==> config.mk <==
export PLATFORM = sky130hd
export DESIGN_NAME = sevenseg_scan_driver_flat
export DESIGN_NICKNAME = d
export VERILOG_FILES = /design/src/rtl/sevenseg_scan_driver_if.sv /design/src/rtl/sevenseg_scan_driver.sv /design/src/flat_wrapper.sv
export SDC_FILE = /design/constraint.sdc
export NUM_CORES = 1
export LEC_CHECK = 0
export BUFFER_PORTS_ARGS = -buffer_cell sky130_fd_sc_hd__buf_2
export CORE_MARGIN = 1.5
export CORE_UTILIZATION = 46
export CTS_BUF_LIST = sky130_fd_sc_hd__clkbuf_4
export DETAILED_ROUTE_END_ITERATION = 12
export PLACE_DENSITY_LB_ADDON = 0.05
export SLEW_MARGIN = 20
export SYNTH_ARGS = -nofsm -noshare
export SYNTH_HDL_FRONTEND = slang
export SYNTH_SLANG_ARGS = --single-unit
==> constraint.sdc <==
create_clock -name clk -period 2.1 [get_ports clk]
set_input_delay 0.42 -clock clk [delete_from_list [all_inputs] [get_ports clk]]
set_output_delay 0.42 -clock clk [all_outputs]
set_load 0.005 [all_outputs]
==> src/rtl/sevenseg_scan_driver_if.sv <==
// sevenseg_scan_driver_if: scan-step, digit data and display pin bundle for the seven-segment scan driver
interface sevenseg_scan_driver_if;
  logic        scan_clk;
  logic        hold;
  logic [15:0] digits;
  logic [3:0]  dp_mask;
  logic        blank_lz;
  logic [1:0]  digit_sel;
  logic [3:0]  an;
  logic [6:0]  seg;
  logic        dp;
  modport master (
    output scan_clk, hold, digits, dp_mask, blank_lz,
    input  digit_sel, an, seg, dp
  );
  modport slave (
    input  scan_clk, hold, digits, dp_mask, blank_lz,
    output digit_sel, an, seg, dp
  );
endinterface

==> src/rtl/sevenseg_scan_driver.sv <==
// sevenseg_scan_driver: 4-digit common-anode seven-segment scan driven by rising edges of a slow divider clock
module sevenseg_scan_driver #(
  parameter bit SYNC_EN = 1'b1
) (
  input logic clk,
  input logic reset,
  sevenseg_scan_driver_if.slave bus
);
  logic [1:0] sync;
  logic       prev;
  logic       sig;
  logic       tick;
  logic [1:0] idx;
  logic [3:0] nib;
  logic       z3, z2, z1;
  logic       blank;
  logic [6:0] dec;
  logic [1:0] digit_sel_q;
  logic [3:0] an_q;
  logic [6:0] seg_q;
  logic       dp_q;
  assign sig  = SYNC_EN ? sync[1] : bus.scan_clk;
  assign tick = sig & ~prev;
  assign nib  = bus.digits[{idx, 2'b00} +: 4];
  // each zero flag means "this digit and every digit to its left are zero"
  assign z3    = bus.digits[15:12] == 4'h0;
  assign z2    = z3 & (bus.digits[11:8] == 4'h0);
  assign z1    = z2 & (bus.digits[7:4] == 4'h0);
  assign blank = bus.blank_lz & (idx == 2'd3 ? z3 : idx == 2'd2 ? z2 : idx == 2'd1 ? z1 : 1'b0);
  always_comb begin
    dec = 7'h7F;
    case (nib)
      4'h0: dec = 7'h40;
      4'h1: dec = 7'h79;
      4'h2: dec = 7'h24;
      4'h3: dec = 7'h30;
      4'h4: dec = 7'h19;
      4'h5: dec = 7'h12;
      4'h6: dec = 7'h02;
      4'h7: dec = 7'h78;
      4'h8: dec = 7'h00;
      4'h9: dec = 7'h10;
      4'hA: dec = 7'h08;
      4'hB: dec = 7'h03;
      4'hC: dec = 7'h46;
      4'hD: dec = 7'h21;
      4'hE: dec = 7'h06;
      4'hF: dec = 7'h0E;
      default: dec = 7'h7F;
    endcase
  end
  always_ff @(posedge clk) begin
    if (reset) begin
      sync        <= 2'b00;
      prev        <= 1'b0;
      idx         <= 2'd0;
      digit_sel_q <= 2'd0;
      an_q        <= 4'b1111;
      seg_q       <= 7'h7F;
      dp_q        <= 1'b1;
    end else begin
      sync        <= {sync[0], bus.scan_clk};
      prev        <= sig;
      idx         <= (tick && !bus.hold) ? idx + 2'd1 : idx;
      digit_sel_q <= idx;
      an_q        <= ~(4'b0001 << idx);
      seg_q       <= blank ? 7'h7F : dec;
      dp_q        <= ~bus.dp_mask[idx];
    end
  end
  assign bus.digit_sel = digit_sel_q;
  assign bus.an        = an_q;
  assign bus.seg       = seg_q;
  assign bus.dp        = dp_q;
endmodule

==> src/flat_wrapper.sv <==
// flat-port wrapper written by rule: the top's interface ports become plain ports
module sevenseg_scan_driver_flat 
#(
  parameter bit SYNC_EN = 1'b1
)
  (clk, reset, bus_scan_clk, bus_hold, bus_digits, bus_dp_mask, bus_blank_lz, bus_digit_sel, bus_an, bus_seg, bus_dp);
  sevenseg_scan_driver_if bus_i ();
  input logic clk;
  input logic reset;
  input wire logic [$bits(bus_i.scan_clk)-1:0] bus_scan_clk;
  input wire logic [$bits(bus_i.hold)-1:0] bus_hold;
  input wire logic [$bits(bus_i.digits)-1:0] bus_digits;
  input wire logic [$bits(bus_i.dp_mask)-1:0] bus_dp_mask;
  input wire logic [$bits(bus_i.blank_lz)-1:0] bus_blank_lz;
  output wire logic [$bits(bus_i.digit_sel)-1:0] bus_digit_sel;
  output wire logic [$bits(bus_i.an)-1:0] bus_an;
  output wire logic [$bits(bus_i.seg)-1:0] bus_seg;
  output wire logic [$bits(bus_i.dp)-1:0] bus_dp;
  assign bus_i.scan_clk = bus_scan_clk;
  assign bus_i.hold = bus_hold;
  assign bus_i.digits = bus_digits;
  assign bus_i.dp_mask = bus_dp_mask;
  assign bus_i.blank_lz = bus_blank_lz;
  assign bus_digit_sel = bus_i.digit_sel;
  assign bus_an = bus_i.an;
  assign bus_seg = bus_i.seg;
  assign bus_dp = bus_i.dp;
  sevenseg_scan_driver #(.SYNC_EN(SYNC_EN)) u_core (.clk(clk), .reset(reset), .bus(bus_i));
endmodule
==> metrics.yaml, run 1 <==
detailed_routing:
  ant_nets: 0
  via_count: 898
  m1WireLength_um: 1037
  drt-total-wl_um: 2124
  drt_first_pass_iters: 4
  viasPerCell: 5.161
  wl_per_cell_um: 12.21
  drc_errors: 0
  wl_met3_um: 170
  top_layer_used: "met4"
  wl_met2_um: 901
  drtIter0Drc: 10
global_route:
  grt_max_degree: 14
  antenna_found_initial: 0
  grt_pass1_wl_um: 3325
  grt.total_usage_pct: 16.45
  grt-ovfl-total: 0
  grt_pass1_vias: 776
floorplanning:
  start_util_pct: 49.19
  core_area_mm2: 0.002233
  pin_count: 39
  rows: 17
  die_y_um: 51.87
  die_w_um: 51.87
  die_area_mm2: 0.002691
final_layout:
  drive_gt1_share_pct: 37.67
  area_growth_pct: 22.89
  final_area_mm2: 0.001350
  nets: 182
  n_antenna_cell: 0
hold_path:
  hold_path.startpoint: "bus_scan_clk"
  holdPathEnd: "u_core.sync[0]"
  holdPathStages: 2
  min_path_type: "in -> reg"
yosys:
  yosysTopAreaCell: "dfxtp_1"
  synthDistinctLibCells: 29
  synth_area_mm2: 0.001099
  synth_compound_area_share_pct: 8.542
  synth_area_leaders: "dfxtp_1, ha_1, mux2i_1"
  ys_warn_count: 0
  ys_ff_latch: 19
  synth_mux_area_share_pct: 20.96
  syn_avg_cell_area_um2: 10.56
  synth_top_family_by_area: "multiplexers"
  synth_xor_area_share_pct: 2.392
  synthCells: 104
  synth_simple_gate_area_share_pct: 16.29
  syn_nets: 139
  yosysSeqAreaShare_pct: 34.62
  synth_top_area_share_pct: 34.62
  synthAdderAreaFrac_pct: 11.39
placement:
  dp_hpwl_um: 1672
  post-place-ws_ns: 0.06458
  io_buffers: 38
  dpl-instance-area_mm2: 0.001309
  place.gp.congestion: 0.8207
setup_path:
  cp.arrival_ns: 2.19
  timing.reg2reg.setup_slack_ns: 0.09
  endpoint_kind: "register"
  r2r_cells: 4
  cp.required_ns: 2.28
  startpoint_type: "register"
  r2r_end: "u_core.bus.seg[5]"
  crit_start: "u_core.idx[0]"
  worstSetupPathType: "reg -> reg"
  rr_startpoint: "u_core.idx[0]"
  crit_fanout: 6
sta:
  worst_pin_slew_ns: 0.3969
  tns_ns: 0
  fin_ws_ns: 0.09439
  setup_viol: 0
  fin_crit_sh_pct: 95.51
  min_period_ns: 2.006
  fmax_mhz: 498.6
  rsz0062_at_grt: "false"
  fin_skew_ns: 0.005590
  slew_viol_final: 0
  hold_viol: 0
  slew_headroom_pct: 73.48
clock_network:
  worstSkewPairLatency_ns: 0.29
  h-tree-depth: 1
  cts.reportedPaths.clkPinSlew_ns: 0.10
  cts_hold_buf: 0
  cts_sinks: 19
  cts_buffers: 3
  cts.path.max_buffers: 2
  tritoncts: "built"
  root_buffer: "clkbuf_4"
power:
  vdd.ir_drop.worst_mv: 0.3785
  power_leakage_nw: 0.6069
  power_density_mw_per_mm2: 553.0
flow_run:
  max_cap_viol_count: 0
outcome:
  status: "complete, no violations"
[cell families (layout without fill, tap and decap cells)]
logic type | count (synthesis) | count (layout)
buffers and inverters | 11 | 53
adders and majority gates | 10 | 10
DFF | 19 | 19
xor gates and xnor gates | 3 | 3
AOI/OAI and AO/OA | 13 | 13
muxes | 15 | 15
and+or+nand+nor | 33 | 33
[report_power, final]
group | switching (mW) | internal [mW]
combinational | 0.0791 | 0.0905
sequential | 0.00535 | 0.381
clock | 0.104 | 0.0867
[registers in the layout, summed over array words and instances, names as in the netlist]
signal	cells
u_core.prev	1
u_core.idx	2
u_core.bus.seg	7
u_core.bus.digit_sel	2
u_core.bus.an	4
u_core.sync	2
u_core.bus.dp	1
[worst max-delay path, cell delays in order, from the launching register on]
cell and delay [ns]:
dfxtp_1 0.44, mux4_2 0.60, ha_1 0.29, mux2_4 0.28, a221o_1 0.29
[cell usage in the layout (no fill, tap or decap), types with 2 or more instances in the layout]
master / instances
nor2_1: 11
xnor2_1: 3
buf_2: 38
nor2b_1: 3
nor4_1: 3
o21ai_0: 2
inv_1: 6
nand2_1: 2
mux2_4: 2
dfxtp_1: 19
a221o_1: 2
clkbuf_4: 4
ha_1: 10
mux4_2: 4
mux2i_1: 8
nand2b_1: 5
buf_4: 4
a21oi_1: 2
nand3_1: 2
nor3b_1: 5
[Yosys cell counts, drive strengths merged]
cell type / count
a31oi: 1
a21oi: 2
or2: 1
nand3b: 1
ha: 10
mux2i: 8
a211o: 2
nand2: 2
nor3b: 5
dfxtp: 19
buf: 3
nor2b: 3
nand2b: 5
a22oi: 1
xnor2: 3
a31o: 1
nor2: 11
a221o: 2
inv: 6
nor4: 3
nand3: 2
mux4: 5
o211ai: 1
clkbuf: 2
mux2: 2
o21ai: 3
[metrics by stage]
step / cells / total power, mW / hold WS [ns] / utilization (%)
2_1_floorplan: 104 / 0.5039 / 0.4138 / -
3_3_place_gp: 169 / 0.5582 / 0.4175 / 58.60
3_5_place_dp: 169 / 0.5600 / 0.4419 / 58.60
4_1_cts: 173 / 0.7519 / 0.3273 / 59.94
5_1_grt: 174 / 0.7859 / 0.3326 / 60.45
6_report: 174 / 0.7466 / 0.3305 / 60.45
[repair_timing]
action                                  4_1_cts  5_1_grt
endpoints found under the setup margin        0        2
buffers inserted                              0        1
resized for setup                             0        1
[routing by layer]
layer / global-route usage, % / vias to the layer above
met2: 25.53 / 40
met5: 0 / -
met3: 3.736 / 2
met4: 5.263 / 0
met1: 22.59 / 404
li1: - / 452
[worst max path at each step]
stage / cells past startpoint / endpoint / slack [ns]
floorplan: 5 / u_core.bus.seg[5] / 0.06
global placement: 5 / u_core.bus.seg[5] / 0.08
detailed placement: 5 / u_core.bus.seg[5] / 0.06
CTS: 4 / u_core.bus.seg[6] / 0.06
global route: 4 / u_core.bus.seg[5] / 0.02
finish: 4 / u_core.bus.seg[5] / 0.09
[cell type report]
cell class              count  area [um^2]
flip-flops and latches     19        380.4
inverters                   6        22.52
repair buffers             43        231.5
well taps                  28        35.03
clock buffers               4        30.03
fillers                   216        883.3
multi-input cells          74        650.6
No activity file was read; power rests on OpenSTA's default activity.
==> run 2, diff against run 1 <==
--- a/config.mk
+++ b/config.mk
@@ -6,6 +6,7 @@
 export NUM_CORES = 1
 export LEC_CHECK = 0
 export BUFFER_PORTS_ARGS = -buffer_cell sky130_fd_sc_hd__buf_2
+export CORE_ASPECT_RATIO = 1.1
 export CORE_MARGIN = 1.5
 export CORE_UTILIZATION = 46
 export CTS_BUF_LIST = sky130_fd_sc_hd__clkbuf_4
==> run 2 against run 1 <==
  * Via count shrank 2.4%
  * Final area shrank 0.19%
  * Hold slack gained 0.0041 ns
  * Maximum frequency grew 3.6%
  * Combinational power shrank 2%
  * Routed wire length shrank 4.3%
  * Sequential power is essentially flat
  * Critical path type unchanged
  * Critical endpoint unchanged
  * Highest routed layer unchanged
==> metrics.yaml, run 2 (same netlist as run 1, synthesis figures left out) <==
outcome:
  status: "complete, no violations"
clock_network:
  h-tree-depth: 1
  postCtsSetupRepairBufs: 0
  cts_buffers: 3
  cts.reportedPaths.clkPinSlew_ns: 0.11
  cts.path.max_buffers: 2
  root_buffer: "clkbuf_4"
  worstSkewPairLatency_ns: 0.29
  cts_sinks: 19
  tritoncts: "built"
detailed_routing:
  wl_per_cell_um: 11.55
  drc_errors: 0
  ant_nets: 0
  drt-total-wl_um: 2033
  viasPerCell: 4.977
  via_count: 876
  drt_first_pass_iters: 2
  drtIter0Drc: 11
setup_path:
  cp.arrival_ns: 2.13
  cp.required_ns: 2.29
  crit_fanout: 6
  endpoint_kind: "register"
  worstSetupPathType: "reg -> reg"
  startpoint_type: "register"
  r2r_cells: 4
power:
  comb_power_share_pct: 22.7
  sw_frac_of_total_pct: 26.19
  power_density_mw_per_mm2: 543.4
  vdd.ir_drop.worst_mv: 0.2786
  clockPowerShare_pct: 24.6
  power_leakage_nw: 0.6065
  switchingPower_uw: 191.8
  pwr-share-seq_pct: 52.7
  internal-power_uw: 540.5
global_route:
  grt_pass1_wl_um: 3484
  grt-ovfl-total: 0
  antenna_found_initial: 0
  grt_max_degree: 14
  grt.total_usage_pct: 17.25
  grt_pass1_vias: 799
placement:
  dp_hpwl_um: 1665
  place.gp.congestion: 0.8485
  dpl-instance-area_mm2: 0.001319
  io_buffers: 38
final_layout:
  drive_gt1_share_pct: 38.36
  final_cell_mix: "buf_2, dfxtp_1, nor2_1, ha_1, mux2i_1"
  final_area_mm2: 0.001348
  mostFrequentLayoutCell: "buf_2"
  area_growth_pct: 22.66
  nets: 182
  largest_reg_flops: 7
  n_antenna_cell: 0
floorplanning:
  die_area_mm2: 0.002691
  die_w_um: 49.60
  die_y_um: 54.26
  pin_count: 39
  rows: 18
  core_area_mm2: 0.002252
  start_util_pct: 48.78
sta:
  rsz0062_at_grt: "false"
  setup_viol: 0
  min_period_ns: 1.936
  hold_viol: 0
  slew_headroom_pct: 73.96
  worst_pin_slew_ns: 0.3897
  fin_skew_ns: 0.001874
  fin_crit_sh_pct: 92.20
  slew_viol_final: 0
  fmax_mhz: 516.5
  hold-worst-slack_ns: 0.3346
  tns_ns: 0
hold_path:
  holdPathStages: 2
  min_path_type: "in -> reg"
flow_run:
  max_cap_viol_count: 0
==> run 2: power by group through the flow <==
stage,clock (mW),sequential (mW),combinational (mW)
6_report,0.180,0.386,0.166
4_1_cts,0.186,0.386,0.167
3_3_place_gp,0,0.394,0.165
3_5_place_dp,0,0.394,0.167
5_1_grt,0.199,0.388,0.188
2_1_floorplan,0,0.398,0.106
==> run 2: cell type report <==
class,count,area [um^2]
Tap cell,30,37.54
Sequential cell,19,381.6
Timing Repair Buffer,43,227.7
Multi-Input combinational cell,74,650.6
Fill cell,205,904.6
Clock inverter,1,5.005
Inverter,6,22.52
Clock buffer,3,22.52
==> run 2: repair_timing <==
action                     4_1_cts  5_1_grt
hold endpoints to repair         0        0
hold buffers                     0        0
setup endpoints to repair        0        1
resized for setup                0        1
==> run 2: path summary, 6_finish.rpt <==
path         slack (ns)           endpoint      startpoint
min reg2reg        0.45     u_core.sync[1]  u_core.sync[0]
max                0.16  u_core.bus.seg[5]   u_core.idx[0]
min                0.33     u_core.sync[0]    bus_scan_clk
max reg2reg        0.16  u_core.bus.seg[5]   u_core.idx[0]
==> run 2: critical path, cell delays in order (launching register included) <==
cell	delay, ns
dfxtp_2	0.40
mux4_2	0.59
ha_1	0.29
mux2_4	0.28
a221o_1	0.28
==> run 2: metal layers <==
layer  track usage (%)  wire length (um)  vias up
met4             6.944                27        0
met3             2.459               107        2
met2             29.78               919       36
li1                  -                 -      456
met1             22.09               978      382
met5                 0                 0        -
==> run 2: metrics by stage <==
stage / cells / utilization, % / power (mW) / worst slack, ns
after detailed placement: 172 / 58.56 / 0.5607 / 0.06613
after floorplan: 104 / - / 0.5039 / 0.05502
final: 176 / 59.83 / 0.7322 / 0.1639
after global routing: 176 / 59.83 / 0.7748 / 0.02802
after global placement: 172 / 58.56 / 0.5588 / 0.09469
after CTS: 176 / 59.78 / 0.7386 / 0.08982
==> run 3, diff against run 2 <==
--- a/config.mk
+++ b/config.mk
@@ -8,7 +8,7 @@
 export BUFFER_PORTS_ARGS = -buffer_cell sky130_fd_sc_hd__buf_2
 export CORE_ASPECT_RATIO = 1.1
 export CORE_MARGIN = 1.5
-export CORE_UTILIZATION = 46
+export CORE_UTILIZATION = 51
 export CTS_BUF_LIST = sky130_fd_sc_hd__clkbuf_4
 export DETAILED_ROUTE_END_ITERATION = 12
 export PLACE_DENSITY_LB_ADDON = 0.05
==> constraint.sdc (replaced) <==
create_clock -name clk -period 1.95 [get_ports clk]
set_input_delay 0.39 -clock clk [delete_from_list [all_inputs] [get_ports clk]]
set_output_delay 0.39 -clock clk [all_outputs]
set_load 0.005 [all_outputs]
==> run 3 against run 2 <==
  * Via count up 0.46%
  * First-iteration DRC count up 9.1%
  * Routed wire length is 2.7% higher
  * Combinational power up 11%
  * Register-to-register slack worse by 0.08 ns
  * Total power up 9.1%
  * Highest routed layer unchanged
  * Global-route usage is 2.0 points higher
  * Maximum frequency increased by 3.9%
  * Hold slack worse by 0.039 ns
  * Final cell count shrank 1.1%
  * Largest cell class unchanged
==> metrics.yaml, run 3 (same netlist as run 1, synthesis figures left out) <==
floorplanning:
  rows: 17
  start_util_pct: 54.37
  die_w_um: 47.25
  pin_count: 39
  core_area_mm2: 0.002021
  die_area_mm2: 0.002442
  die_y_um: 51.68
flow_run:
  max_cap_viol_count: 0
detailed_routing:
  drt_first_pass_iters: 2
  via_count: 880
  drc_errors: 0
  wl_per_cell_um: 11.99
  ant_nets: 0
  drtIter0Drc: 12
  viasPerCell: 5.057
  drt-total-wl_um: 2087
clock_network:
  h-tree-depth: 1
  worstSkewPairLatency_ns: 0.30
  cts.path.max_buffers: 2
  cts.reportedPaths.clkPinSlew_ns: 0.11
  tritoncts: "built"
  cts_sinks: 19
  root_buffer: "clkbuf_4"
  cts_buffers: 3
  cts_hold_buf: 0
power:
  power_density_mw_per_mm2: 588.3
  power_uw: 798.6
  vdd.ir_drop.worst_mv: 0.3524
  power_leakage_nw: 0.6041
global_route:
  grt_pass1_vias: 812
  grt_pass1_wl_um: 3422
  antenna_found_initial: 0
  grt_max_degree: 14
  grt-ovfl-total: 0
  grt.total_usage_pct: 19.25
final_layout:
  multi_input_area_um2: 660.6
  area_growth_pct: 23.58
  fillers: 160
  regArea_um2: 384.1
  final_cell_mix: "buf_2, dfxtp_1, nor2_1, mux2i_1, ha_1"
  final_area_mm2: 0.001358
  final_core_util_pct: 67.18
  largest_reg_flops: 7
  mostFrequentLayoutCell: "buf_2"
  drive_gt1_share_pct: 41.10
  nets: 182
  n_antenna_cell: 0
setup_path:
  cp.arrival_ns: 2.06
  cp.required_ns: 2.15
  worstSetupPathType: "reg -> reg"
  r2r_end: "u_core.bus.seg[3]"
  endpoint: "u_core.bus.seg[3]"
  crit_start: "u_core.idx[0]"
  rr_startpoint: "u_core.idx[0]"
  startpoint_type: "register"
  crit_fanout: 4
  timing.reg2reg.setup_slack_ns: 0.09
  r2r_cells: 6
  endpoint_kind: "register"
sta:
  slew_headroom_pct: 66.18
  slew_viol_final: 0
  fin_crit_sh_pct: 95.57
  min_period_ns: 1.864
  fmax_mhz: 536.6
  worst_pin_slew_ns: 0.5039
  setup_viol: 0
  hold_viol: 0
  hold-worst-slack_ns: 0.2958
  fin_skew_ns: 0.005279
outcome:
  status: "complete, no violations"
placement:
  dpl-instance-area_mm2: 0.001308
  dp_hpwl_um: 1607
  place.gp.congestion: 0.8259
  io_buffers: 38
hold_path:
  min_path_type: "in -> reg"
[run 3: cell counts in the layout (fill, tap and decap cells not counted)]
Identical to the previous run, type by type.
[run 3: how the worst min path moves through the flow]
stage                    from  cells after the start  slack [ns]              to
4_1_cts          bus_scan_clk                      2        0.29  u_core.sync[0]
5_1_grt          bus_scan_clk                      2        0.29  u_core.sync[0]
2_1_floorplan  u_core.sync[0]                      1        0.41  u_core.sync[1]
6_report         bus_scan_clk                      2        0.30  u_core.sync[0]
3_3_place_gp   u_core.sync[0]                      1        0.42  u_core.sync[1]
3_5_place_dp   u_core.sync[0]                      1        0.43  u_core.sync[1]
[run 3: repair_timing]
| action | CTS | global route |
|---|---|---|
| gates resized for setup | 0 | 3 |
| buffers inserted | 0 | 2 |
| setup endpoints to repair | 0 | 2 |
[run 3: final cells by class]
class                   instances  share of cell area [%]
clock buffers                   3                   1.659
clock inverters                 1                  0.3687
inverters                       6                   1.659
multi-input cells              74                   48.66
flip-flops and latches         19                   28.29
well taps                      28                   2.581
repair buffers                 43                   16.77
[run 3: stage by stage]
stage | setup slack (ns) | setup TNS (ns) | std cells
after floorplan | -0.001668 | -0.003336 | 104
after global placement | 0.03002 | 0 | 168
after detailed placement | -0.01122 | -0.01122 | 168
after CTS | 0.04244 | 0 | 172
after global routing | -0.01132 | -0.01681 | 174
final | 0.08636 | 0 | 174
[run 3: power by group]
part | internal (mW) | total (mW) | switching (mW)
logic | 0.0987 | 0.185 | 0.0865
registers | 0.409 | 0.415 | 0.00534
clock network | 0.0764 | 0.199 | 0.122
total | 0.584 | 0.799 | 0.214
[run 3: per-layer routing]
| metal | up-vias | GRT usage (%) | part of all wire, % | routed length [um] |
|---|---|---|---|---|
| li1 | 453 | - | - | - |
| met1 | 387 | 26.46 | 49 | 1015 |
| met2 | 36 | 29.73 | 45 | 936 |
| met3 | 4 | 3.125 | 5.5 | 115 |
| met4 | 0 | 6.944 | 0.91 | 19 |
| met5 | - | 0 | 0 | 0 |
[run 3: worst max-delay path, cell delays in order (launching register included)]
cell and delay [ns]:
dfxtp_4 0.39, mux4_2 0.56, buf_4 0.17, ha_1 0.22, mux2i_1 0.14, mux2i_1 0.08
or2_1 0.20
